File: config.mk
export PLATFORM = sky130hd
export DESIGN_NAME = exe_muldiv
export DESIGN_NICKNAME = d
export VERILOG_FILES = /design/src/rtl/exe_muldiv_pkg.sv /design/src/rtl/exe_div_iter.sv /design/src/rtl/exe_muldiv.sv
export SDC_FILE = /design/constraint.sdc
export NUM_CORES = 2
export LEC_CHECK = 0
export ABC_CLOCK_PERIOD_IN_PS = 22400
export CAP_MARGIN = 20
export CORE_MARGIN = 8
export CORE_UTILIZATION = 65
export CTS_BUF_LIST = sky130_fd_sc_hd__clkbuf_8
export CTS_CLUSTER_DIAMETER = 60
export DETAILED_ROUTE_END_ITERATION = 16
export PLACE_DENSITY = 0.89
export SLEW_MARGIN = 25
export SYNTH_ARGS = -nofsm -noshare
export SYNTH_HDL_FRONTEND = slang
export SYNTH_SLANG_ARGS = --single-unit
File: constraint.sdc
create_clock -name clk_in -period 22.4 [get_ports clk_in]
set_clock_uncertainty 0.2 [all_clocks]
set_input_delay 2.24 -clock clk_in [delete_from_list [all_inputs] [get_ports clk_in]]
set_output_delay 2.24 -clock clk_in [all_outputs]
set_load 0.005 [all_outputs]
File: src/rtl/exe_muldiv_pkg.sv
// Shared encodings for the RV32M multiply/divide execute unit.
// Opcode/funct fields, funct3 operation codes and the unit's FSM state type.
package exe_muldiv_pkg;

  localparam logic [6:0] INST_TYPE_R = 7'b0110011;
  localparam logic [6:0] FUNCT7_M    = 7'b0000001;

  localparam logic [2:0] F3_MUL    = 3'b000;
  localparam logic [2:0] F3_MULH   = 3'b001;
  localparam logic [2:0] F3_MULHSU = 3'b010;
  localparam logic [2:0] F3_MULHU  = 3'b011;
  localparam logic [2:0] F3_DIV    = 3'b100;
  localparam logic [2:0] F3_DIVU   = 3'b101;
  localparam logic [2:0] F3_REM    = 3'b110;
  localparam logic [2:0] F3_REMU   = 3'b111;

  localparam logic [4:0] ZERO_REG      = 5'd0;
  localparam logic       WRITE_ENABLE  = 1'b1;
  localparam logic       WRITE_DISABLE = 1'b0;

  typedef enum logic [1:0] {
    MD_IDLE = 2'b00,
    MD_MUL  = 2'b01,
    MD_DIV  = 2'b10,
    MD_DONE = 2'b11
  } md_state_e;

  function automatic logic is_m_op(input logic [31:0] inst);
    return (inst[6:0] == INST_TYPE_R) && (inst[31:25] == FUNCT7_M);
  endfunction

endpackage

File: src/rtl/exe_div_iter.sv
// Restoring unsigned divider: one shift-subtract step per clock on magnitudes.
// The first step is folded into the start cycle so the result is ready XLEN-1 cycles later.
module exe_div_iter
  import exe_muldiv_pkg::*;
#(
  parameter int XLEN = 32
) (
  input  logic            i_clk,
  input  logic            i_srst,
  input  logic            i_start,
  input  logic [XLEN-1:0] i_dividend,
  input  logic [XLEN-1:0] i_divisor,
  output logic [XLEN-1:0] o_quotient,
  output logic [XLEN-1:0] o_remainder,
  output logic            o_done
);

  localparam int CNT_W = $clog2(XLEN) + 1;

  logic [XLEN-1:0]  r_quo;
  logic [XLEN-1:0]  r_rem;
  logic [XLEN-1:0]  r_dsr;
  logic [CNT_W-1:0] r_cnt;
  logic             r_run;

  logic [XLEN-1:0]  w_src_quo;
  logic [XLEN-1:0]  w_src_rem;
  logic [XLEN-1:0]  w_dsr;
  logic [XLEN:0]    w_trial;
  logic [XLEN-1:0]  w_nxt_quo;
  logic [XLEN-1:0]  w_nxt_rem;

  always_comb begin
    w_src_quo = i_start ? i_dividend : r_quo;
    w_src_rem = i_start ? '0 : r_rem;
    w_dsr     = i_start ? i_divisor : r_dsr;
    w_trial   = {w_src_rem, w_src_quo[XLEN-1]} - {1'b0, w_dsr};
    // A non-negative trial difference means the divisor fits: keep it, quotient bit 1.
    if (!w_trial[XLEN]) begin
      w_nxt_rem = w_trial[XLEN-1:0];
      w_nxt_quo = {w_src_quo[XLEN-2:0], 1'b1};
    end else begin
      w_nxt_rem = {w_src_rem[XLEN-2:0], w_src_quo[XLEN-1]};
      w_nxt_quo = {w_src_quo[XLEN-2:0], 1'b0};
    end
  end

  always_ff @(posedge i_clk) begin
    if (i_srst) begin
      r_quo <= '0;
      r_rem <= '0;
      r_dsr <= '0;
      r_cnt <= '0;
      r_run <= 1'b0;
    end else if (i_start) begin
      r_quo <= w_nxt_quo;
      r_rem <= w_nxt_rem;
      r_dsr <= i_divisor;
      r_cnt <= CNT_W'(XLEN - 1);
      r_run <= 1'b1;
    end else if (r_run) begin
      if (r_cnt == '0) begin
        r_run <= 1'b0;
      end else begin
        r_quo <= w_nxt_quo;
        r_rem <= w_nxt_rem;
        r_cnt <= r_cnt - 1'b1;
      end
    end
  end

  assign o_quotient  = r_quo;
  assign o_remainder = r_rem;
  assign o_done      = r_run && (r_cnt == '0);

endmodule

File: src/rtl/exe_muldiv.sv
// Multi-cycle RV32M execute unit: stalls the pipe while a MUL*/DIV*/REM* op runs,
// then issues a single-cycle register write toward exe_mem.
module exe_muldiv
  import exe_muldiv_pkg::*;
#(
  parameter int XLEN          = 32,
  parameter int RADDR_WIDTH   = 5,
  parameter int MUL_LATENCY   = 2,
  parameter int DIV_EARLY_OUT = 1
) (
  input  logic                   clk_in,
  input  logic                   reset_in,
  input  logic                   valid_in,
  input  logic [31:0]            inst_in,
  input  logic [XLEN-1:0]        op1_in,
  input  logic [XLEN-1:0]        op2_in,
  input  logic [RADDR_WIDTH-1:0] reg_waddr_in,
  input  logic                   flush_in,
  output logic [XLEN-1:0]        reg_wdata_out,
  output logic [RADDR_WIDTH-1:0] reg_waddr_out,
  output logic                   reg_we_out,
  output logic                   stall_out,
  output logic                   busy_out
);

  localparam int PW = 2 * XLEN;

  md_state_e              r_state;
  md_state_e              w_state_next;
  logic [XLEN-1:0]        r_op1;
  logic [XLEN-1:0]        r_op2;
  logic [2:0]             r_funct3;
  logic [RADDR_WIDTH-1:0] r_rd;
  logic [2:0]             r_mul_cnt;
  logic [XLEN-1:0]        r_wdata;
  logic [RADDR_WIDTH-1:0] r_waddr;
  logic                   r_we;

  logic w_accept;
  logic w_finish;
  logic w_div_start;

  assign w_accept = (r_state == MD_IDLE) && valid_in && is_m_op(inst_in) && !flush_in;

  // Divider magnitudes come straight from the inputs so it can start on the accept edge.
  logic            w_in_signed;
  logic [XLEN-1:0] w_dvd_mag;
  logic [XLEN-1:0] w_dsr_mag;
  logic [XLEN-1:0] w_quo;
  logic [XLEN-1:0] w_rem;
  logic            w_div_done;

  assign w_in_signed = ~inst_in[12];
  assign w_dvd_mag   = (w_in_signed && op1_in[XLEN-1]) ? (~op1_in + 1'b1) : op1_in;
  assign w_dsr_mag   = (w_in_signed && op2_in[XLEN-1]) ? (~op2_in + 1'b1) : op2_in;
  assign w_div_start = w_accept && inst_in[14];

  exe_div_iter #(
    .XLEN (XLEN)
  ) u_div (
    .i_clk       (clk_in),
    .i_srst      (reset_in),
    .i_start     (w_div_start),
    .i_dividend  (w_dvd_mag),
    .i_divisor   (w_dsr_mag),
    .o_quotient  (w_quo),
    .o_remainder (w_rem),
    .o_done      (w_div_done)
  );

  // Multiply on latched operands; sign-extend to the full product width per variant.
  logic                  w_a_sgn;
  logic                  w_b_sgn;
  logic signed [PW+1:0]  w_mul_a;
  logic signed [PW+1:0]  w_mul_b;
  logic signed [PW+1:0]  w_mul_full;
  logic [PW-1:0]         w_prod;
  logic [PW-1:0]         w_mul_res;

  assign w_a_sgn    = (r_funct3 == F3_MULH) || (r_funct3 == F3_MULHSU);
  assign w_b_sgn    = (r_funct3 == F3_MULH);
  assign w_mul_a    = {{(XLEN+2){w_a_sgn & r_op1[XLEN-1]}}, r_op1};
  assign w_mul_b    = {{(XLEN+2){w_b_sgn & r_op2[XLEN-1]}}, r_op2};
  assign w_mul_full = w_mul_a * w_mul_b;
  assign w_prod     = w_mul_full[PW-1:0];

  generate
    if (MUL_LATENCY > 1) begin : g_mul_pipe
      localparam int DEPTH = MUL_LATENCY - 1;
      logic [PW-1:0] r_mul_pipe [DEPTH];
      always_ff @(posedge clk_in) begin
        r_mul_pipe[0] <= w_prod;
        for (int i = 1; i < DEPTH; i++) begin
          r_mul_pipe[i] <= r_mul_pipe[i-1];
        end
      end
      assign w_mul_res = r_mul_pipe[DEPTH-1];
    end else begin : g_mul_comb
      assign w_mul_res = w_prod;
    end
  endgenerate

  // Divide sign fix-up and the two architecturally defined corner cases.
  logic            w_div_signed;
  logic            w_neg_a;
  logic            w_neg_b;
  logic            w_div_zero;
  logic            w_div_ovf;
  logic [XLEN-1:0] w_div_res;
  logic [XLEN-1:0] w_result;

  assign w_div_signed = ~r_funct3[0];
  assign w_neg_a      = w_div_signed && r_op1[XLEN-1];
  assign w_neg_b      = w_div_signed && r_op2[XLEN-1];
  assign w_div_zero   = (r_op2 == '0);
  assign w_div_ovf    = w_div_signed && (r_op1 == {1'b1, {(XLEN-1){1'b0}}}) && (r_op2 == '1);

  always_comb begin
    w_div_res = '0;
    if (r_funct3[1]) begin
      if (w_div_zero)     w_div_res = r_op1;
      else if (w_div_ovf) w_div_res = '0;
      else                w_div_res = w_neg_a ? (~w_rem + 1'b1) : w_rem;
    end else begin
      if (w_div_zero)     w_div_res = '1;
      else if (w_div_ovf) w_div_res = r_op1;
      else                w_div_res = (w_neg_a ^ w_neg_b) ? (~w_quo + 1'b1) : w_quo;
    end

    w_result = '0;
    if (r_funct3[2])               w_result = w_div_res;
    else if (r_funct3 == F3_MUL)   w_result = w_mul_res[XLEN-1:0];
    else                           w_result = w_mul_res[PW-1:XLEN];
  end

  always_comb begin
    w_state_next = r_state;
    case (r_state)
      MD_IDLE: if (w_accept) w_state_next = inst_in[14] ? MD_DIV : MD_MUL;
      MD_MUL:  if (r_mul_cnt == 3'(MUL_LATENCY - 1)) w_state_next = MD_DONE;
      MD_DIV:  if (((DIV_EARLY_OUT != 0) && (w_div_zero || w_div_ovf)) || w_div_done)
                 w_state_next = MD_DONE;
      MD_DONE: w_state_next = MD_IDLE;
      default: w_state_next = MD_IDLE;
    endcase
    if (flush_in) w_state_next = MD_IDLE;
  end

  // Result registers load on the edge into DONE so they are valid during DONE.
  assign w_finish = (r_state != MD_DONE) && (w_state_next == MD_DONE);

  always_ff @(posedge clk_in) begin
    if (reset_in) begin
      r_state   <= MD_IDLE;
      r_op1     <= '0;
      r_op2     <= '0;
      r_funct3  <= '0;
      r_rd      <= '0;
      r_mul_cnt <= '0;
      r_wdata   <= '0;
      r_waddr   <= '0;
      r_we      <= WRITE_DISABLE;
    end else begin
      r_state <= w_state_next;
      r_we    <= WRITE_DISABLE;
      if (w_accept) begin
        r_op1     <= op1_in;
        r_op2     <= op2_in;
        r_funct3  <= inst_in[14:12];
        r_rd      <= reg_waddr_in;
        r_mul_cnt <= '0;
      end else if (r_state == MD_MUL) begin
        r_mul_cnt <= r_mul_cnt + 1'b1;
      end
      if (w_finish) begin
        r_wdata <= w_result;
        r_waddr <= r_rd;
        r_we    <= (r_rd != RADDR_WIDTH'(ZERO_REG)) ? WRITE_ENABLE : WRITE_DISABLE;
      end
    end
  end

  assign reg_wdata_out = r_wdata;
  assign reg_waddr_out = r_waddr;
  assign reg_we_out    = r_we;
  assign busy_out      = (r_state != MD_IDLE);
  assign stall_out     = !reset_in && (w_accept || (r_state == MD_MUL) || (r_state == MD_DIV));

  logic w_unused_bits;
  assign w_unused_bits = &{1'b0, inst_in[24:15], inst_in[11:7], w_mul_full[PW+1:PW]};

endmodule
=== Word-level counts from Yosys, hierarchy flattened ===
Memory sizes are Yosys's and may differ from the RTL's.
Index checks and enable logic that the tools add are counted.

* Add/subtract/negate cells: 7
* Bitwise operators: 11
* Muxes and demuxes: 35
* Reduce and logical (&&, ||, !) cells: 33
* Equality and inequality tests: 13
* Multipliers: 1

{| class="wikitable"
|+ Operator list
! operator !! count
|-
| two-way mux 32 bit || 21
|-
| adder 32 x 1 -> 32 bit, second input constant || 4
|-
| inverter 32 bit || 4
|-
| equality test 32 bit, second input constant || 2
|-
| multiplier 33 x 33 -> 64 bit || 1
|-
| subtractor 33 x 32 -> 33 bit || 1
|-
| zero test 32 bit || 1
|-
| two-way mux 5 bit || 3
|-
| logical AND 1 bit || 14
|-
| two-way mux 2 bit || 5
|-
| case mux 2 bit (4 select lines) || 1
|-
| equality test 7 x 1 -> 1 bit, second input constant || 1
|-
| equality test 7 x 6 -> 1 bit, second input constant || 1
|-
| equality test 2 bit, second input constant || 3
|-
| equality test 3 x 1 -> 1 bit, second input constant || 2
|-
| zero test 6 bit || 1
|-
| OR reduction 2 bit || 3
|-
| subtractor 6 x 1 -> 6 bit, second input constant || 1
|-
| logical OR 1 bit || 5
|-
| two-way mux 1 bit || 5
|-
| nonzero test 5 bit || 1
|-
| inverter 1 bit || 4
|-
| AND reduction 2 bit || 2
|-
| nonzero test 2 bit || 2
|-
| 10 further kinds || 12
|}

* Memory bits (writable): 64
* Logic and storage cells: 116
* Bits in registers: 218
* Memories: 1

{| class="wikitable"
|+ Memories
! memory !! depth !! bits a word !! rd ports !! clocked after Yosys merged registers in !! wr ports !! line !! text
|-
| g_mul_pipe.r_mul_pipe || 1 || 64 || 1 || 0 || 1 || exe_muldiv.sv:90 || <nowiki>logic [PW-1:0] r_mul_pipe [DEPTH];</nowiki>
|}

=== Depth between registers and ports, before layout ===
* Word-level depth: 12
* Mapped depth: 33
* Gate-level depth less buffers: 30

=== Hierarchy ===
From an unflattened synthesis, not the netlist that was laid out.

* Cells, all modules: 6301
* Area, all modules: 54079.4 um^2

{| class="wikitable"
|+ Modules (own cells, without submodules)
! module !! area each (um^2) !! cells an instance !! instances
|-
| exe_muldiv || 47657.0 || 5482 || 1
|-
| exe_div_iter || 6422.4 || 819 || 1
|}

=== Worst setup path after synthesis ===
Ideal clock, no wire load.

* Path type: register -> register
* Start point: reg r_funct3[1]
* End point: mem g_mul_pipe.r_mul_pipe[0][62] (netlist name)
* Arrival time: 8.494 ns
* Setup slack: 13.634 ns
* Required time: 22.128 ns
* Cell stages (with the launch flop): 28
* Period minus slack after synthesis: 8.766 ns
* Cell sequence: dfxtp_1 -> clkbuf_1 -> xnor2_1 -> nor3b_1 -> clkbuf_1 -> nand2_1 -> fa_1 -> fa_1 -> inv_1 -> fa_1 -> inv_1 -> fa_1 -> inv_1 -> fa_1 -> fa_1 -> fa_1 -> fa_1 -> ha_1 -> a21o_1 -> a21o_1 -> a21o_1 -> a21o_1 -> a211oi_1 -> o31ai_1 -> a31o_2 -> a211o_1 -> a21oi_1 -> xnor2_1

* Cells in the longest elaborated chain, start to end: 4

{| class="wikitable"
|+ RTL lines
! item !! line !! text
|-
| start, declared || exe_muldiv.sv:32 || <nowiki>logic [2:0] r_funct3;</nowiki>
|-
| start signal, assigned || exe_muldiv.sv:169 || <nowiki>r_funct3 <= inst_in[14:12];</nowiki>
|-
| equality test 3 x 1 -> 1 bit / equality test 3 x 2 -> 1 bit (equally long branches) || exe_muldiv.sv:80, exe_muldiv.sv:81 ||
|-
| logical OR 1 bit || exe_muldiv.sv:80 || <nowiki>assign w_a_sgn = (r_funct3 == F3_MULH) || (r_funct3 == F3_MULHSU);</nowiki>
|-
| bitwise AND 1 bit || exe_muldiv.sv:82 || <nowiki>assign w_mul_a = {{(XLEN+2){w_a_sgn & r_op1[XLEN-1]}}, r_op1};</nowiki>
|-
| multiplier 33 x 33 -> 64 bit * || exe_muldiv.sv:84 || <nowiki>assign w_mul_full = w_mul_a * w_mul_b;</nowiki>
|-
| via w_mul_full[62] || exe_muldiv.sv:76 || <nowiki>logic signed [PW+1:0] w_mul_full;</nowiki>
|-
| end, declared || exe_muldiv.sv:90 ||
|}

Mark *: on every way through the listed nets, which the timed path passes. The rest lies on a longest branch.

=== Worst setup path in the final report ===
* Start point: reg r_op1[31]
* End point: mem g_mul_pipe.r_mul_pipe[0][62] (netlist name)

* Cells in the longest elaborated chain, start to end: 2

{| class="wikitable"
|+ RTL lines
! item !! line !! text
|-
| start, declared || exe_muldiv.sv:30 || <nowiki>logic [XLEN-1:0] r_op1;</nowiki>
|-
| start signal, assigned || exe_muldiv.sv:167 || <nowiki>r_op1 <= op1_in;</nowiki>
|-
| bitwise AND 1 bit || exe_muldiv.sv:82 ||
|-
| multiplier 33 x 33 -> 64 bit * || exe_muldiv.sv:84 ||
|-
| via w_mul_full[62] || exe_muldiv.sv:76 ||
|}

Marked as above.

==> qor.yml <==
finish:
  regArea_mm2: 0.00565
  fin_nets: 7597
  layout-drive-gt1-share: 0.0343
  multi_input_area_mm2: 0.0418
  final_common_cell: "inv_1"
  layout_common_cells: "1,187 x inv_1, 1,125 x fa_1, 1,102 x nand2_1, 362 x and2_1, 314 x nor2_1"
  area_delta_synth_final_pct: 5.00
  fin_cells: 7224
  fill_cells: 5993
timing:
  fin_crit_ns: 9.82
  slew_headroom: 0.239
  hold_viol: 0
  fin_setup_tns_ns: 0
  clock.fmax_ghz: 0.102
  rsz0062_at_grt: "false"
  setup_violations: 0
  slew_violations: 0
  finalCritPeriodShare: 0.438
  tightest_slew_ns: 1.14
grt:
  antenna_found_initial: 8
  grt_max_degree: 112
  first_global_vias: 46800
  grt_use_total: 0.338
  grt_overflow: 0
  grt_pass1_wl_um: 245000
power:
  power_switching_uw: 262
  p_leak_uw: 0.0248
  p_int_uw: 764
  ir_drop_v: 0.0000405
  pwr-share-seq: 0.488
  pwr-share-clk: 0.462
  cellPowerDensity_mw_per_mm2: 18.3
  switching_share: 0.255
  power.combinational.fraction: 0.050
floorplan:
  dieArea_mm2: 0.0916
  rows: 105
  initial_core_util: 0.654
  io_pins: 145
  die_h_um: 303
  core_area_mm2: 0.0817
  die_w_um: 303
yosys:
  synth_cell_types: 80
  synth-edff-count: 0
  synthArstFlopShare: 0
  syn_avg_cell_area_um2: 8.53
  synth_ff_type: "dfxtp_1"
  synthTopCellsByArea: "fa_1 42%, dfxtp_1 11%, inv_1 8.3%"
  synth_area_mm2: 0.0534
  synth_top_area_share: 0.422
  ys_warn_count: 0
  synth_cells: 6268
  seq_area_frac_synth: 0.106
  syn_nets: 7750
  synth-seq-cells: 282
  synth_top_area_cell: "fa_1"
worst_setup_path:
  cp_max_fo: 40
  critical_path.startpoint: "r_op1[31]"
  path_class: "reg2reg"
  timing.rr.start: "r_op1[31]"
  crit_arrival_ns: 10.13
  critPathCaptureType: "flip-flop"
  ff2ff_setup_slack_ns: 12.58
  crit_required_ns: 22.71
  critPathLaunchType: "flip-flop"
  reg2regPathDepth: 26
  r2r_end: "g_mul_pipe.r_mul_pipe[0][62]"
  crit_path_end: "g_mul_pipe.r_mul_pipe[0][62]"
run:
  drv_cap: 0
route:
  wl_met1_um: 54000
  wl_met2_um: 70300
  drtIter0Drc: 4931
  viasPerCell: 6.06
  wl_per_cell_um: 21.0
  ant_nets: 0
  wl_met3_um: 17100
  drc: 0
  vias: 43800
  top_layer_used: "met5"
  firstDrtPassIters: 12
  wl_um: 152000
cts:
  path_clk_slew_ns: 0.07
  clk_latency_ns: 0.63
  clock-sinks: 282
  clk_path_buf_depth: 3
  cts-resized-gates: 0
  clockRootBuffer: "clkbuf_8"
  postCtsSetupRepairBufs: 0
  tritoncts: "built"
  cts-buffers-inserted: 44
  h-tree-depth: 2
  cts_hold_buf: 0
placement:
  io_buffers: 129
  placed_cells: 7139
  place_hpwl_um: 118000
  place_congestion: 1.01
run_status:
  status: "complete, no violations"
hold_path:
  min-delay-path-class: "reg2reg"
==> worst max-delay path, cell delays in order, from the launching register on <==
cell	delay, ns
dfxtp_1	0.31
buf_4	0.47
nor3b_2	0.26
buf_4	0.43
nand2_1	0.27
fa_1	0.65
fa_1	0.64
inv_1	0.14
fa_1	0.51
inv_1	0.08
fa_1	0.98
inv_1	0.32
fa_1	0.53
fa_1	0.57
fa_1	0.43
fa_1	0.48
ha_1	0.40
a21o_1	0.21
a21o_1	0.17
a21o_1	0.19
a21o_1	0.19
a211oi_1	0.25
o31ai_1	0.15
a31o_2	0.32
a211o_1	0.26
a21oi_1	0.18
xnor2_1	0.14
==> metrics by stage <==
step | power, µW | setup slack (ns) | cell area [µm²] | hold slack, ns | util
after floorplan | 534 | 13.63 | 53400 | 0.245 | -
after global placement | 562 | 12.79 | 55200 | 0.242 | 0.675
after detailed placement | 562 | 12.68 | 55200 | 0.245 | 0.675
after CTS | 1020 | 12.62 | 56100 | 0.255 | 0.686
after global routing | 1050 | 12.25 | 56100 | 0.265 | 0.687
final | 1030 | 12.58 | 56100 | 0.258 | 0.687
==> power by group through the flow <==
stage	Sequential [µW]	Combinational, µW	Clock, µW
global route	501	54.2	496
CTS	501	50.2	472
finish	501	51.3	474
global placement	513	49.2	0
detailed placement	513	49.8	0
floorplan	513	21.2	0
==> cell usage after synthesis (51+ instances only) <==
master	instances
a21oi_1	299
o21ai_0	131
nand3_1	51
xor2_1	95
ha_1	251
fa_1	1126
nand2_1	1103
dfxtp_1	282
and2_1	362
nor2_1	315
xnor2_1	128
a21o_1	51
inv_1	1177
clkbuf_1	391
==> flip-flops by register name (all words and copies together) (netlist names) <==
signal,count
g_mul_pipe.r_mul_pipe,64
r_op1,32
r_op2,32
reg_wdata_out,32
u_div.o_quotient,32
u_div.o_remainder,32
u_div.r_dsr,32
u_div.r_cnt,6
r_rd,5
reg_waddr_out,5
r_funct3,3
r_mul_cnt,3
r_state,2
reg_we_out,1
u_div.r_run,1
==> metal layers <==
metal,global-route usage,up-vias
li1,-,18700
met2,0.541,2703
met4,0.192,6
met3,0.0772,739
met5,0,-
met1,0.424,21700
==> area by class of cell <==
cell class / count / share of cell area
flip-flops and latches: 282 / 0.101
clock buffers: 56 / 0.0137
multi-input cells: 4396 / 0.746
clock inverters: 25 / 0.00285
repair buffers: 213 / 0.0343
diodes: 4 / 0.000178
inverters: 1178 / 0.0788
well taps: 1070 / 0.0239
==> cells by family after synthesis <==
| family | synth area share |
|---|---|
| buffers and inverters | 0.113 |
| AND/OR/NAND/NOR | 0.174 |
| multiplexers | 0.000937 |
| AO/OA/AOI/OAI | 0.0899 |
| adder cells (fa/ha/maj) | 0.481 |
| flip-flops | 0.106 |
| XOR/XNOR | 0.0365 |
==> worst min-delay path by stage <==
stage                                start          endpoint  cells past startpoint
after floorplan                    r_rd[2]  reg_waddr_out[2]                      2
after CTS                 reg_waddr_out[0]  reg_waddr_out[0]                      2
after detailed placement  reg_waddr_out[0]  reg_waddr_out[0]                      2
final                     reg_waddr_out[0]  reg_waddr_out[0]                      2
after global routing      reg_waddr_out[0]  reg_waddr_out[0]                      2
after global placement    reg_waddr_out[0]  reg_waddr_out[0]                      2
Note: power is estimated with default switching activity, not from simulation.
